**config.mk**
```make
export PLATFORM = sky130hd
export DESIGN_NAME = mac_accumulator_flat
export DESIGN_NICKNAME = d
export VERILOG_FILES = /design/src/rtl/mac_accumulator_if.sv /design/src/rtl/mac_accumulator.sv /design/src/flat_wrapper.sv
export SDC_FILE = /design/constraint.sdc
export NUM_CORES = 1
export LEC_CHECK = 0
export BUFFER_PORTS_ARGS = -buffer_cell sky130_fd_sc_hd__buf_2
export CORE_MARGIN = 4
export CORE_UTILIZATION = 55
export CTS_CLUSTER_SIZE = 10
export DETAILED_ROUTE_END_ITERATION = 12
export PLACE_DENSITY = 0.74
export SYNTH_ARGS = -nofsm -noshare
export SYNTH_HDL_FRONTEND = slang
export SYNTH_SLANG_ARGS = --single-unit
```
**constraint.sdc**
```tcl
create_clock -name clk -period 6.9 [get_ports clk]
set_input_delay 0 -clock clk [delete_from_list [all_inputs] [get_ports clk]]
set_output_delay 0 -clock clk [all_outputs]
set_load 0.02 [all_outputs]
```
**src/rtl/mac_accumulator_if.sv**
```systemverilog
// Operand/result bus of the MAC accumulation stage.
// The master side is the environment (operand source plus result consumer);
// the slave side is the accumulator itself.
interface mac_accumulator_if #(
  parameter int IN_W  = 8,
  parameter int ACC_W = 20
);
  logic                    in_valid;
  logic                    in_ready;
  logic signed [IN_W-1:0]  a;
  logic signed [IN_W-1:0]  b;
  logic                    out_valid;
  logic                    out_ready;
  logic signed [ACC_W-1:0] out_data;
  logic                    out_sat;

  modport master (
    output in_valid, a, b, out_ready,
    input  in_ready, out_valid, out_data, out_sat
  );

  modport slave (
    input  in_valid, a, b, out_ready,
    output in_ready, out_valid, out_data, out_sat
  );
endinterface

```
**src/rtl/mac_accumulator.sv**
```systemverilog
// MAC accumulation stage: multiplies each accepted signed operand pair and
// sums LEN consecutive products into a saturating accumulator. Each finished
// sum, with a sticky "saturated somewhere in this vector" flag, is held in a
// one-word output slot until the consumer takes it.
module mac_accumulator #(
  parameter int IN_W  = 8,
  parameter int ACC_W = 20,
  parameter int LEN   = 4
) (
  input  logic            clk,
  input  logic            rst_n,
  input  logic            clr,
  mac_accumulator_if.slave bus
);

  localparam int PROD_W = 2 * IN_W;
  localparam int CNT_W  = (LEN > 1) ? $clog2(LEN) : 1;
  localparam logic [CNT_W-1:0] LAST = CNT_W'(LEN - 1);
  localparam logic signed [ACC_W-1:0] ACC_MAX = {1'b0, {(ACC_W-1){1'b1}}};
  localparam logic signed [ACC_W-1:0] ACC_MIN = {1'b1, {(ACC_W-1){1'b0}}};

  typedef enum logic {
    EMPTY = 1'b0,
    FULL  = 1'b1
  } slot_e;

  // Saturating add. Returns {overflow, clamped_sum}; overflow is taken from
  // a one-bit-wider sum, where disagreement of the top two bits means the
  // true result does not fit in ACC_W bits.
  function automatic logic [ACC_W:0] sat_add(
    input logic signed [ACC_W-1:0] x,
    input logic signed [ACC_W-1:0] y
  );
    logic signed [ACC_W:0]   s;
    logic                    ovf;
    logic signed [ACC_W-1:0] r;
    s   = {x[ACC_W-1], x} + {y[ACC_W-1], y};
    ovf = s[ACC_W] ^ s[ACC_W-1];
    if (!ovf) begin
      r = s[ACC_W-1:0];
    end else if (s[ACC_W]) begin
      r = ACC_MIN;
    end else begin
      r = ACC_MAX;
    end
    return {ovf, r};
  endfunction

  // State
  slot_e                   slot_q, slot_d;
  logic [CNT_W-1:0]        cnt_q, cnt_d;
  logic signed [ACC_W-1:0] acc_q, acc_d;
  logic                    sat_q, sat_d;
  logic signed [ACC_W-1:0] out_data_q, out_data_d;
  logic                    out_sat_q, out_sat_d;

  // Datapath intermediates
  logic signed [PROD_W-1:0] prod;
  logic signed [ACC_W-1:0]  p_ext;
  logic [ACC_W:0]           sum_res;
  logic signed [ACC_W-1:0]  acc_new;
  logic                     sat_new;

  // Handshake intermediates
  logic last_elem;
  logic accept;
  logic final_acc;

  assign prod  = bus.a * bus.b;
  assign p_ext = ACC_W'(prod);

  // The last element of a vector is the only one that can be stalled: it
  // needs the output slot, which is unavailable only while a word is held
  // and the consumer is not taking it this same cycle.
  assign last_elem    = (cnt_q == LAST);
  assign bus.in_ready = !clr && !(last_elem && (slot_q == FULL) && !bus.out_ready);
  assign accept       = bus.in_valid && bus.in_ready;
  assign final_acc    = accept && last_elem;

  // Accumulator value and sticky flag that an accept this cycle would produce;
  // the first element of a vector restarts the sum instead of adding to it.
  always_comb begin
    sum_res = sat_add(acc_q, p_ext);
    acc_new = p_ext;
    sat_new = 1'b0;
    if (cnt_q != '0) begin
      acc_new = sum_res[ACC_W-1:0];
      sat_new = sat_q | sum_res[ACC_W];
    end
  end

  // Element counter and running sum: clr abandons the partial vector,
  // otherwise each accept advances the count and folds in the product.
  always_comb begin
    cnt_d = cnt_q;
    acc_d = acc_q;
    sat_d = sat_q;
    if (clr) begin
      cnt_d = '0;
      acc_d = '0;
      sat_d = 1'b0;
    end else if (accept) begin
      cnt_d = last_elem ? '0 : cnt_q + 1'b1;
      acc_d = acc_new;
      sat_d = sat_new;
    end
  end

  // Output slot FSM: a final accept always (re)fills the slot, which is why
  // a take plus a simultaneous final accept leaves it FULL with the new word.
  always_comb begin
    slot_d     = slot_q;
    out_data_d = out_data_q;
    out_sat_d  = out_sat_q;
    case (slot_q)
      EMPTY: begin
        if (final_acc) begin
          slot_d     = FULL;
          out_data_d = acc_new;
          out_sat_d  = sat_new;
        end
      end
      FULL: begin
        if (final_acc) begin
          slot_d     = FULL;
          out_data_d = acc_new;
          out_sat_d  = sat_new;
        end else if (bus.out_ready) begin
          slot_d = EMPTY;
        end
      end
      default: slot_d = EMPTY;
    endcase
  end

  // Register update; reset drops both the partial sum and any held word.
  always_ff @(posedge clk or negedge rst_n) begin
    if (!rst_n) begin
      slot_q     <= EMPTY;
      cnt_q      <= '0;
      acc_q      <= '0;
      sat_q      <= 1'b0;
      out_data_q <= '0;
      out_sat_q  <= 1'b0;
    end else begin
      slot_q     <= slot_d;
      cnt_q      <= cnt_d;
      acc_q      <= acc_d;
      sat_q      <= sat_d;
      out_data_q <= out_data_d;
      out_sat_q  <= out_sat_d;
    end
  end

  assign bus.out_valid = (slot_q == FULL);
  assign bus.out_data  = out_data_q;
  assign bus.out_sat   = out_sat_q;

endmodule

```
**src/flat_wrapper.sv**
```systemverilog
// flat-port wrapper written by rule: the top's interface ports become plain ports
module mac_accumulator_flat 
#(
  parameter int IN_W  = 8,
  parameter int ACC_W = 20,
  parameter int LEN   = 4
)
  (clk, rst_n, clr, bus_in_valid, bus_a, bus_b, bus_out_ready, bus_in_ready, bus_out_valid, bus_out_data, bus_out_sat);
  mac_accumulator_if #(.IN_W(IN_W), .ACC_W(ACC_W)) bus_i ();
  input  logic clk;
  input  logic rst_n;
  input  logic clr;
  input wire logic [$bits(bus_i.in_valid)-1:0] bus_in_valid;
  input wire logic [$bits(bus_i.a)-1:0] bus_a;
  input wire logic [$bits(bus_i.b)-1:0] bus_b;
  input wire logic [$bits(bus_i.out_ready)-1:0] bus_out_ready;
  output wire logic [$bits(bus_i.in_ready)-1:0] bus_in_ready;
  output wire logic [$bits(bus_i.out_valid)-1:0] bus_out_valid;
  output wire logic [$bits(bus_i.out_data)-1:0] bus_out_data;
  output wire logic [$bits(bus_i.out_sat)-1:0] bus_out_sat;
  assign bus_i.in_valid = bus_in_valid;
  assign bus_i.a = bus_a;
  assign bus_i.b = bus_b;
  assign bus_i.out_ready = bus_out_ready;
  assign bus_in_ready = bus_i.in_ready;
  assign bus_out_valid = bus_i.out_valid;
  assign bus_out_data = bus_i.out_data;
  assign bus_out_sat = bus_i.out_sat;
  mac_accumulator #(.IN_W(IN_W), .ACC_W(ACC_W), .LEN(LEN)) u_core (.clk(clk), .rst_n(rst_n), .clr(clr), .bus(bus_i));
endmodule
```
Yosys cells after proc, flatten, opt, wreduce, memory -nomap -nowiden

Index checks and enable logic that the tools add are counted.

Muxes and demuxes: 17
$add $sub $neg: 2
Reduce and logical (&&, ||, !) cells: 10
Order comparisons: 0
Shift operators: 0
$mul: 1
Divide/modulo/power cells: 0
Bitwise gates (word level): 3
Eq/ne operators: 1

Operators with widths:

| cell                  | number |
|---|---|
| $mux W20              | 6 |
| $add A20 B16 Y21      | 1 |
| $mul A8 B8 Y16        | 1 |
| $mux W1               | 7 |
| $mux W2               | 3 |
| $logic_and A1 B1 Y1   | 5 |
| $reduce_bool A2 Y1    | 2 |
| $logic_not A1 Y1      | 3 |
| $add A2 B1 Y2 const B | 1 |
| $eq A2 B2 Y1 const B  | 1 |
| $pmux W1 S2           | 1 |
| $not A1 Y1            | 1 |
| $or A1 B1 Y1          | 1 |
| $xor A1 B1 Y1         | 1 |

Output and inout bits: 23
Latch bits: 0
ROM bits: 0
Memories: 0
Register bits after elaboration: 45
RAM bits: 0

Depth between registers and ports, before layout

Gate-level depths: netlist of the first run.

Depth in word-level cells: 9
Mapped depth: 28
Mapped depth without buffers: 26

Least setup slack after synthesis of the first run

No wires, ideal clock.

Kind: input -> register
Start point: in bus_b[7]
End point: reg u_core.acc_q[13]
Setup slack: 0.880 ns
Required time: 6.765 ns
Arrival: 5.885 ns
Library setup time: 0.135 ns
Cell stages on the path: 26
Cells stage by stage: nor2b_1 > fa_1 > inv_1 > fa_1 > inv_1 > fa_1 > inv_1 > fa_1 > inv_1 > ha_1 > and3_1 > a21oi_1 > o21ai_0 > o41a_1 > xor2_1 > inv_1 > ha_1 > and3_1 > and4_1 > a41oi_1 > o21ai_1 > a311oi_4 > a21oi_2 > buf_6 > a311oi_2 > o31ai_1

Longest elaborated chain between the ends: 7

Ends and longest elaborated chain:

| item                                             | line                                         | text |
|---|---|---|
| start, declared                                  | flat_wrapper.sv:15                           | `input wire logic [$bits(bus_i.b)-1:0] bus_b;` |
| $mul A8 B8 Y16 *                                 | mac_accumulator.sv:69                        | `assign prod = bus.a * bus.b;` |
| $add A20 B16 Y21                                 | mac_accumulator.sv:37                        | `s = {x[ACC_W-1], x} + {y[ACC_W-1], y};` |
| $mux W20 / $xor A1 B1 Y1 (equally long branches) | mac_accumulator.sv:41, mac_accumulator.sv:38 |  |
| $mux W20                                         | mac_accumulator.sv:39                        | `if (!ovf) begin` |
| $mux W20 *                                       | mac_accumulator.sv:86                        | `if (cnt_q != '0) begin` |
| $mux W20 *                                       | mac_accumulator.sv:102                       | `end else if (accept) begin` |
| $mux W20 *                                       | mac_accumulator.sv:98                        | `if (clr) begin` |
| end signal, assigned                             | mac_accumulator.sv:141                       | `acc_q <= '0;` |
| end signal, assigned                             | mac_accumulator.sv:148                       | `acc_q <= acc_d;` |
| end, declared                                    | mac_accumulator.sv:52                        | `logic signed [ACC_W-1:0] acc_q, acc_d;` |

Mark *: on every way between the ends. The rest lies on a longest branch, timed or not. The select of a mux whose other input is x is not followed.
A chain may end at the register's enable or synchronous reset.

Worst setup path after layout of the first run

Start point: in bus_a[7]
End point: reg u_core.acc_q[18]

Longest elaborated chain between the ends: 7

Ends and longest elaborated chain:

| item                                             | line                                         | text |
|---|---|---|
| start, declared                                  | flat_wrapper.sv:14                           | `input wire logic [$bits(bus_i.a)-1:0] bus_a;` |
| $mul A8 B8 Y16 *                                 | mac_accumulator.sv:69                        |  |
| $add A20 B16 Y21                                 | mac_accumulator.sv:37                        |  |
| $mux W20 / $xor A1 B1 Y1 (equally long branches) | mac_accumulator.sv:41, mac_accumulator.sv:38 |  |
| $mux W20                                         | mac_accumulator.sv:39                        |  |
| $mux W20 *                                       | mac_accumulator.sv:86                        |  |
| $mux W20 *                                       | mac_accumulator.sv:102                       |  |
| $mux W20 *                                       | mac_accumulator.sv:98                        |  |

Marked as above.

==> results of run 1 <==
[repair_timing]
| action | in CTS | in global routing |
|---|---|---|
| endpoints found under the hold margin | 48 | 0 |
| hold buffers | 3 | 0 |
| setup endpoints to repair | 0 | 7 |
| gates resized for setup | 0 | 2 |
[stage by stage]
| step | setup WS (ns) | cell area [um^2] | instances | util [%] |
|---|---|---|---|---|
| 2_1_floorplan | 0.8798 | 5723 | 649 | - |
| 3_3_place_gp | 0.2885 | 6068 | 817 | 60.96 |
| 3_5_place_dp | 0.1412 | 6068 | 817 | 60.96 |
| 4_1_cts | 0.4515 | 6188 | 828 | 62.17 |
| 5_1_grt | 0.07025 | 6198 | 828 | 62.27 |
| 6_report | 0.5693 | 6198 | 828 | 62.27 |
[logic make-up (layout without fill, tap and decap cells)]
| logic type | after synthesis | after routing | synth area share, % |
|---|---|---|---|
| xor gates and xnor gates | 29 | 29 | 4.438 |
| AOI/OAI and AO/OA | 149 | 149 | 18.36 |
| adders and majority gates | 109 | 109 | 31.18 |
| muxes | 3 | 3 | 0.7870 |
| DFF | 45 | 45 | 19.68 |
| buffers and inverters | 115 | 161 | 7.914 |
| and+or+nand+nor | 199 | 199 | 17.64 |
[layout by cell type, fill, tap and decap left out, drive strengths merged, types with 22 or more instances in the layout]
cell   count
inv      104
fa        56
nand2     54
ha        53
buf       47
dfrtp     45
and2      44
nor2      44
o21ai     33
a21oi     32
xnor2     22
[critical path, cell delays in order]
cell and delay (ns):
buf_2 0.17, nand2_1 0.15, fa_1 0.64, fa_1 0.53
inv_1 0.05, fa_1 0.52, inv_1 0.05, fa_1 0.52
inv_1 0.04, ha_1 0.34, and3_1 0.18, a21oi_1 0.10
o21ai_0 0.12, o41a_1 0.33, xor2_1 0.20, inv_1 0.19
ha_1 0.41, and3_1 0.30, and4_1 0.20, a41oi_1 0.17
o21ai_1 0.13, a311oi_4 0.31, buf_4 0.20, a21oi_2 0.10
nand2_2 0.31, o221ai_1 0.19
[area by class of cell]
class	instances	area, um^2
tap	133	166.4
clock inverter	3	21.27
timing repair buffer	50	275.3
sequential	45	1126
fill	878	3756
clock buffer	5	68.82
inverter	103	386.6
multi-input combinational	489	4154
[cell usage after synthesis (all sizes together) (5+ instances only)]
| cell type | instances |
|---|---|
| o31ai | 11 |
| buf | 5 |
| nand2b | 9 |
| dfrtp | 45 |
| and3 | 10 |
| nand3 | 9 |
| nor2 | 44 |
| fa | 56 |
| nor3 | 6 |
| xor2 | 7 |
| o21ai | 33 |
| ha | 53 |
| and2 | 44 |
| a22oi | 8 |
| nor2b | 8 |
| xnor2 | 22 |
| inv | 103 |
| clkbuf | 7 |
| o221ai | 6 |
| a21oi | 32 |
| nand2 | 54 |
| a21o | 13 |
| o32ai | 7 |
| a211oi | 12 |
[final timing paths]
path | from | endpoint | slack, ns | depth (start not counted)
max | bus_a[7] | u_core.acc_q[18] | 0.57 | 26
min | bus_in_valid | u_core.acc_q[7] | 0.26 | 4
max reg2reg | u_core.acc_q[0] | u_core.acc_q[18] | 3.76 | 12
min reg2reg | u_core.bus.out_data[14] | u_core.bus.out_data[14] | 0.49 | 2
max in group asynchronous | rst_n | u_core.bus.out_data[7] | 5.87 | 2
min in group asynchronous | rst_n | u_core.bus.out_data[18] | 0.41 | 2
[layer usage]
metal  routed length (um)  GRT usage, %  vias to the layer above  part of all wire (%)
met2                 6263         37.78                      138                    48
li1                     -             -                     2275                     -
met4                  210         5.521                        0                   1.6
met5                    0             0                        -                     0
met1                 5904         33.75                     2354                    46
met3                  557         2.097                       17                   4.3
[registers in the layout, summed over array words and instances (netlist names)]
signal                count
u_core.bus.out_sat        1
u_core.cnt_q              2
u_core.bus.out_data      20
u_core.acc_q             20
u_core.bus.out_valid      1
u_core.sat_q              1
==> flow_metrics.py, run 1 <==
metrics = {
    "outcome": {
        "outcome": "completed",
    },
    "routing": {
        "totalWireLength_mm": 12.94,
        "ant_nets": 0,
        "drt-initial-drc-count": 325,
        "first_pass_iters": 5,
        "wl_per_cell_um": 15.62,
        "remaining_drc_errors": 0,
        "vias": 4784,
        "via_per_inst": 5.778,
    },
    "place": {
        "post-dp-hpwl_mm": 10.51,
        "place_congestion": 0.9056,
        "io_buffer_count": 43,
    },
    "logic_synthesis": {
        "synth_ff_type": "dfrtp_1",
        "postSynthCellCount": 649,
        "ys_seq_area_share_pct": 19.68,
        "yosys-top-cells-area": "dfrtp_1, fa_1, ha_1",
        "synth-seq-cells": 45,
        "syn-num-nets": 779,
        "yosysUniqueCellTypes": 61,
        "ys_warn_count": 0,
        "yosysTopAreaCellShare_pct": 19.68,
        "postSynth.asyncResetShare_pct": 100.0,
        "synthesis.area_um2": 5723,
        "yosysTopAreaCell": "dfrtp_1",
        "avgSynthCellArea_um2": 8.818,
        "synth_edf_count": 0,
    },
    "clock_tree": {
        "post_cts_buffers": 0,
        "clk_pin_slew_worst_paths_ns": 0.09,
        "cts_buffers": 5,
        "cts_tree": "yes",
        "clk_latency_ns": 0.31,
        "cts_num_sinks": 45,
        "cts_buffer_depth": 2,
        "cts_root_buf": "clkbuf_8",
        "htreeDepth": 2,
    },
    "floorplanning": {
        "fp-row-count": 36,
        "fp.dieH_um": 110.0,
        "core_um2": 9955,
        "start_util_pct": 57.49,
        "die_area_um2": 12100,
        "die_w_um": 110.0,
        "pin_count": 44,
    },
    "global_routing": {
        "grt_overflow": 0,
        "grt_pass1_vias": 4804,
        "grt_max_degree": 46,
        "grt_usage_pct": 23.25,
        "antenna_found_initial": 0,
        "grt_pass1_wl_mm": 22.57,
    },
    "worst_setup_path": {
        "startpoint_type": "input pin",
        "critPathCaptureType": "register",
        "required_ns": 7.05,
        "critical_path_class": "in -> reg",
        "cp_max_fo": 14,
        "arrival_ns": 6.49,
    },
    "cells_and_area": {
        "drive_above_1_share_pct": 10.65,
        "syn_to_final_growth_pct": 8.308,
        "nets": 824,
        "diodes": 0,
    },
    "sta": {
        "finalSetupViolCount": 0,
        "slew_violations": 0,
        "setup_tns_ns": 0,
        "holdWs_ns": 0.2608,
        "worstMarginPinSlew_ns": 1.007,
        "hold_viol": 0,
        "post-route-period-util_pct": 91.75,
        "fin_skew_ns": 0.01450,
        "fin_crit_ns": 6.331,
        "relSlewSlack_pct": 32.90,
        "fmax_mhz": 158.0,
        "rsz0062_at_grt": "false",
    },
    "worst_hold_path": {
        "hold_class": "in -> reg",
    },
    "flow_run": {
        "drv_cap": 0,
    },
}
Power of run 1 is left out: the tool's default activity adds up to more than one toggle a clock period on the data nets, which glitch-free logic cannot reach.
==> inputs of run 2 (changes only) <==
BUFFER_PORTS_ARGS = not set   (was -buffer_cell sky130_fd_sc_hd__buf_2)
DONT_BUFFER_PORTS = 1   (was not set)
PLACE_DENSITY = 0.7   (was 0.74)
==> flow_metrics.py, run 2 (synthesized netlist as in run 1, its figures left out) <==
metrics = {
    "outcome": {
        "outcome": "completed",
    },
    "routing": {
        "vias": 4623,
        "totalWireLength_mm": 13.62,
        "wl_per_cell_um": 17.34,
        "drt-initial-drc-count": 295,
        "remaining_drc_errors": 0,
        "via_per_inst": 5.889,
        "ant_nets": 0,
        "first_pass_iters": 5,
    },
    "floorplanning": {
        "fp.dieH_um": 110.0,
        "die_area_um2": 12100,
        "fp-row-count": 36,
        "pin_count": 44,
        "core_um2": 9955,
        "die_w_um": 110.0,
        "start_util_pct": 57.49,
    },
    "clock_tree": {
        "cts_tree": "yes",
        "cts_buffers": 5,
        "cts_num_sinks": 45,
        "cts_root_buf": "clkbuf_8",
        "clk_pin_slew_worst_paths_ns": 0.09,
        "post_cts_buffers": 0,
        "htreeDepth": 2,
        "cts_buffer_depth": 2,
        "clk_latency_ns": 0.31,
    },
    "worst_hold_path": {
        "hold_class": "in -> out",
        "holdCritStartpoint": "clr",
    },
    "sta": {
        "post-route-period-util_pct": 92.21,
        "relSlewSlack_pct": 32.90,
        "worstMarginPinSlew_ns": 1.007,
        "fin_crit_ns": 6.362,
        "hold_viol": 0,
        "finalSetupViolCount": 0,
        "holdWs_ns": 0.1078,
        "fmax_mhz": 157.2,
        "slew_violations": 0,
        "rsz0062_at_grt": "false",
        "setup_tns_ns": 0,
        "fin_skew_ns": 0.007627,
    },
    "cells_and_area": {
        "nets": 781,
        "final_cell_mix": "inv_1, fa_1, nand2_1, ha_1, dfrtp_1",
        "drive_above_1_share_pct": 4.601,
        "layout_commonest_cell": "inv_1",
        "syn_to_final_growth_pct": 5.291,
        "diodes": 0,
        "final_util_pct": 60.53,
    },
    "worst_setup_path": {
        "required_ns": 7.07,
        "critPathCaptureType": "register",
        "critical_path_class": "in -> reg",
        "startpoint_type": "input pin",
        "arrival_ns": 6.53,
        "cp_max_fo": 18,
        "crit_path_start": "bus_a[0]",
        "reg2reg_from": "u_core.acc_q[0]",
    },
    "place": {
        "place_congestion": 0.9086,
        "io_buffer_count": 0,
        "post-dp-hpwl_mm": 10.79,
    },
    "global_routing": {
        "grt_overflow": 0,
        "antenna_found_initial": 0,
        "grt_usage_pct": 23.52,
        "grt_pass1_wl_mm": 22.54,
        "grt_max_degree": 46,
        "grt_pass1_vias": 4569,
    },
    "flow_run": {
        "drv_cap": 0,
    },
}
## run 2: path summary, 6_finish.rpt
kind,endpoint,slack [ns],cells after the start
worst max-delay path,u_core.bus.out_data[4],0.54,26
worst min-delay path,bus_in_ready,0.11,1
worst max register to register,u_core.bus.out_data[4],3.54,12
worst min register to register,u_core.acc_q[10],0.51,2
max in group asynchronous,u_core.acc_q[2],6.46,2
min in group asynchronous,u_core.bus.out_data[16],0.23,2
## run 2: per-stage QoR
step                area [um^2]  cells  worst slack [ns]
finish                     6026    785            0.5376
global route               6026    785           0.04250
CTS                        6018    785            0.5022
detailed placement         5846    773            0.1799
global placement           5846    773            0.3602
floorplan                  5723    649            0.8798
## run 2: what timing repair did
action                     in CTS  in global routing
setup endpoints to repair       0                  7
gates resized for setup         0                  1
hold buffers                    4                  0
hold endpoints to repair       53                  0
## run 2: area by class of cell
cell class | instances | area [um^2]
Sequential cell | 45 | 1126
Tap cell | 133 | 166.4
Fill cell | 899 | 3929
Clock inverter | 3 | 46.29
Inverter | 103 | 386.6
Timing Repair Buffer | 7 | 80.08
Clock buffer | 5 | 68.82
Multi-Input combinational cell | 489 | 4151
## run 2: worst max-delay path, cell delays in order
cell and delay [ns]:
nand2b_1 0.14, fa_1 0.52, fa_1 0.54, inv_1 0.06
fa_1 0.53, inv_1 0.06, fa_1 0.53, inv_1 0.04
ha_1 0.32, o21ai_0 0.13, o21ai_0 0.29, nand2_1 0.10
o21ai_0 0.25, o41a_1 0.18, xor2_1 0.26, inv_1 0.22
ha_1 0.40, and3_1 0.28, and4_1 0.20, a41oi_1 0.16
o21ai_1 0.12, a311oi_4 0.43, a21oi_4 0.18, buf_4 0.23
o32ai_1 0.29, a21oi_1 0.07
## run 2: metal layers
layer / global-route usage [%] / up-vias / share of wire, %
li1: - / 2183 / -
met1: 34.67 / 2302 / 46
met2: 36.92 / 119 / 47
met3: 2.854 / 19 / 4.6
met4: 5.788 / 0 / 1.9
met5: 0 / - / 0
Power of run 2 is left out for the same reason.
==> inputs of run 3 (changes only) <==
clock period = 6.25 ns   (was 6.9 ns; I/O delays follow)
==> flow_metrics.py, run 3 (synthesized netlist as in run 1, its figures left out) <==
metrics = {
    "sta": {
        "finalSetupViolCount": 0,
        "fin_crit_ns": 5.905,
        "post-route-period-util_pct": 94.48,
        "fmax_mhz": 169.3,
        "slew_violations": 0,
        "fin_skew_ns": 0.005390,
        "holdWs_ns": 0.1026,
        "timing.final.ws_setup_ns": 0.3448,
        "relSlewSlack_pct": 32.85,
        "hold_viol": 0,
        "worstMarginPinSlew_ns": 1.007,
    },
    "routing": {
        "first_pass_iters": 5,
        "drt-initial-drc-count": 327,
        "remaining_drc_errors": 0,
        "totalWireLength_mm": 13.67,
        "ant_nets": 0,
        "wl_per_cell_um": 17.16,
        "via_per_inst": 5.893,
        "vias": 4697,
    },
    "cells_and_area": {
        "drive_above_1_share_pct": 6.476,
        "diodes": 0,
        "multiInputGateArea_um2": 4174,
        "seq_area_um2": 1126,
        "syn_to_final_growth_pct": 6.712,
        "nets": 793,
        "layout_commonest_cell": "inv_1",
        "fill_cells": 883,
        "final_cell_mix": "inv_1, fa_1, nand2_1, ha_1, dfrtp_1",
    },
    "worst_setup_path": {
        "required_ns": 6.43,
        "cp_max_fo": 9,
        "path_buf_inv": 6,
        "critPathCaptureType": "register",
        "slowest_stage": "fa_1",
        "cp_slowest_stage_delay_ns": 0.54,
        "arrival_ns": 6.09,
        "startpoint_type": "input pin",
        "critPathMostFrequentCell": "inv_1",
        "path_delay_family": "adder cells",
        "critical_path_class": "in -> reg",
    },
    "global_routing": {
        "grt_usage_pct": 23.74,
        "grt_max_degree": 46,
        "grt_pass1_wl_mm": 22.67,
        "grt_pass1_vias": 4593,
        "grt_overflow": 0,
        "antenna_found_initial": 0,
    },
    "floorplanning": {
        "fp-row-count": 36,
        "start_util_pct": 57.49,
        "die_area_um2": 12100,
        "core_um2": 9955,
        "pin_count": 44,
        "fp.dieH_um": 110.0,
        "die_w_um": 110.0,
    },
    "place": {
        "post-dp-hpwl_mm": 10.90,
        "io_buffer_count": 0,
        "place_congestion": 0.9219,
        "post-place-ws_ns": -0.04741,
    },
    "clock_tree": {
        "clk_pin_slew_worst_paths_ns": 0.09,
        "cts_buffers": 5,
        "htreeDepth": 2,
        "cts_root_buf": "clkbuf_8",
        "clk_latency_ns": 0.30,
        "cts_tree": "yes",
        "cts_num_sinks": 45,
        "cts_buffer_depth": 2,
    },
    "flow_run": {
        "drv_cap": 0,
    },
    "worst_hold_path": {
        "hold_class": "in -> out",
    },
    "outcome": {
        "outcome": "completed",
    },
}
## run 3: cell count changes in the layout (fill, tap and decap cells not counted), sizes merged
cell,before,now
clkinv,1,0
clkbuf,5,7
buf,4,16
bufinv,1,0
## run 3: area by class of cell
class | instances | share of cell area [%]
multi-input cells | 489 | 68.35
flip-flops and latches | 45 | 18.44
inverters | 103 | 6.331
repair buffers | 19 | 2.786
well taps | 133 | 2.725
clock buffers | 7 | 1.250
clock inverters | 1 | 0.1229
## run 3: timing repair
item,CTS,global route
resized for setup,0,6
endpoints found under the setup margin,0,24
hold buffers,4,0
endpoints found under the hold margin,53,0
setup buffers,0,0
## run 3: layer usage
metal | GRT usage, % | vias up | share of wire [%]
li1 | - | 2215 | -
met1 | 34.24 | 2362 | 46
met2 | 37.82 | 94 | 48
met3 | 2.213 | 26 | 3.6
met4 | 7.480 | 0 | 2.5
met5 | 0 | - | 0
## run 3: metrics by stage
stage | utilization, % | area, um^2 | instances | TNS, ns
final | 61.35 | 6107 | 797 | 0
after global routing | 61.35 | 6107 | 797 | -0.001489
after CTS | 61.05 | 6077 | 797 | 0
after detailed placement | 59.63 | 5936 | 785 | -0.3691
after global placement | 59.63 | 5936 | 785 | 0
after floorplan | - | 5723 | 649 | 0
## run 3: worst reg2reg max path, cell delays in order, from the launching register on
cell and delay [ns]:
dfrtp_1 0.37, ha_1 0.20, inv_1 0.06, fa_1 0.38
nand2b_1 0.19, a21oi_1 0.29, o31ai_1 0.21, a211oi_1 0.48
a21oi_1 0.16, xnor2_1 0.28, a211oi_2 0.13, o31ai_1 0.28
## run 3: path summary, 6_finish.rpt
| check | startpoint | to | slack [ns] | depth (start not counted) |
|---|---|---|---|---|
| max in group asynchronous | rst_n | u_core.bus.out_data[11] | 5.82 | 2 |
| hold reg to reg | u_core.acc_q[10] | u_core.acc_q[10] | 0.51 | 2 |
| setup / recovery | bus_b[7] | u_core.acc_q[7] | 0.34 | 26 |
| hold / removal | clr | bus_in_ready | 0.10 | 1 |
| setup reg to reg | u_core.acc_q[0] | u_core.acc_q[14] | 3.12 | 11 |
| min in group asynchronous | rst_n | u_core.bus.out_data[2] | 0.22 | 2 |
Power of run 3 is left out for the same reason.
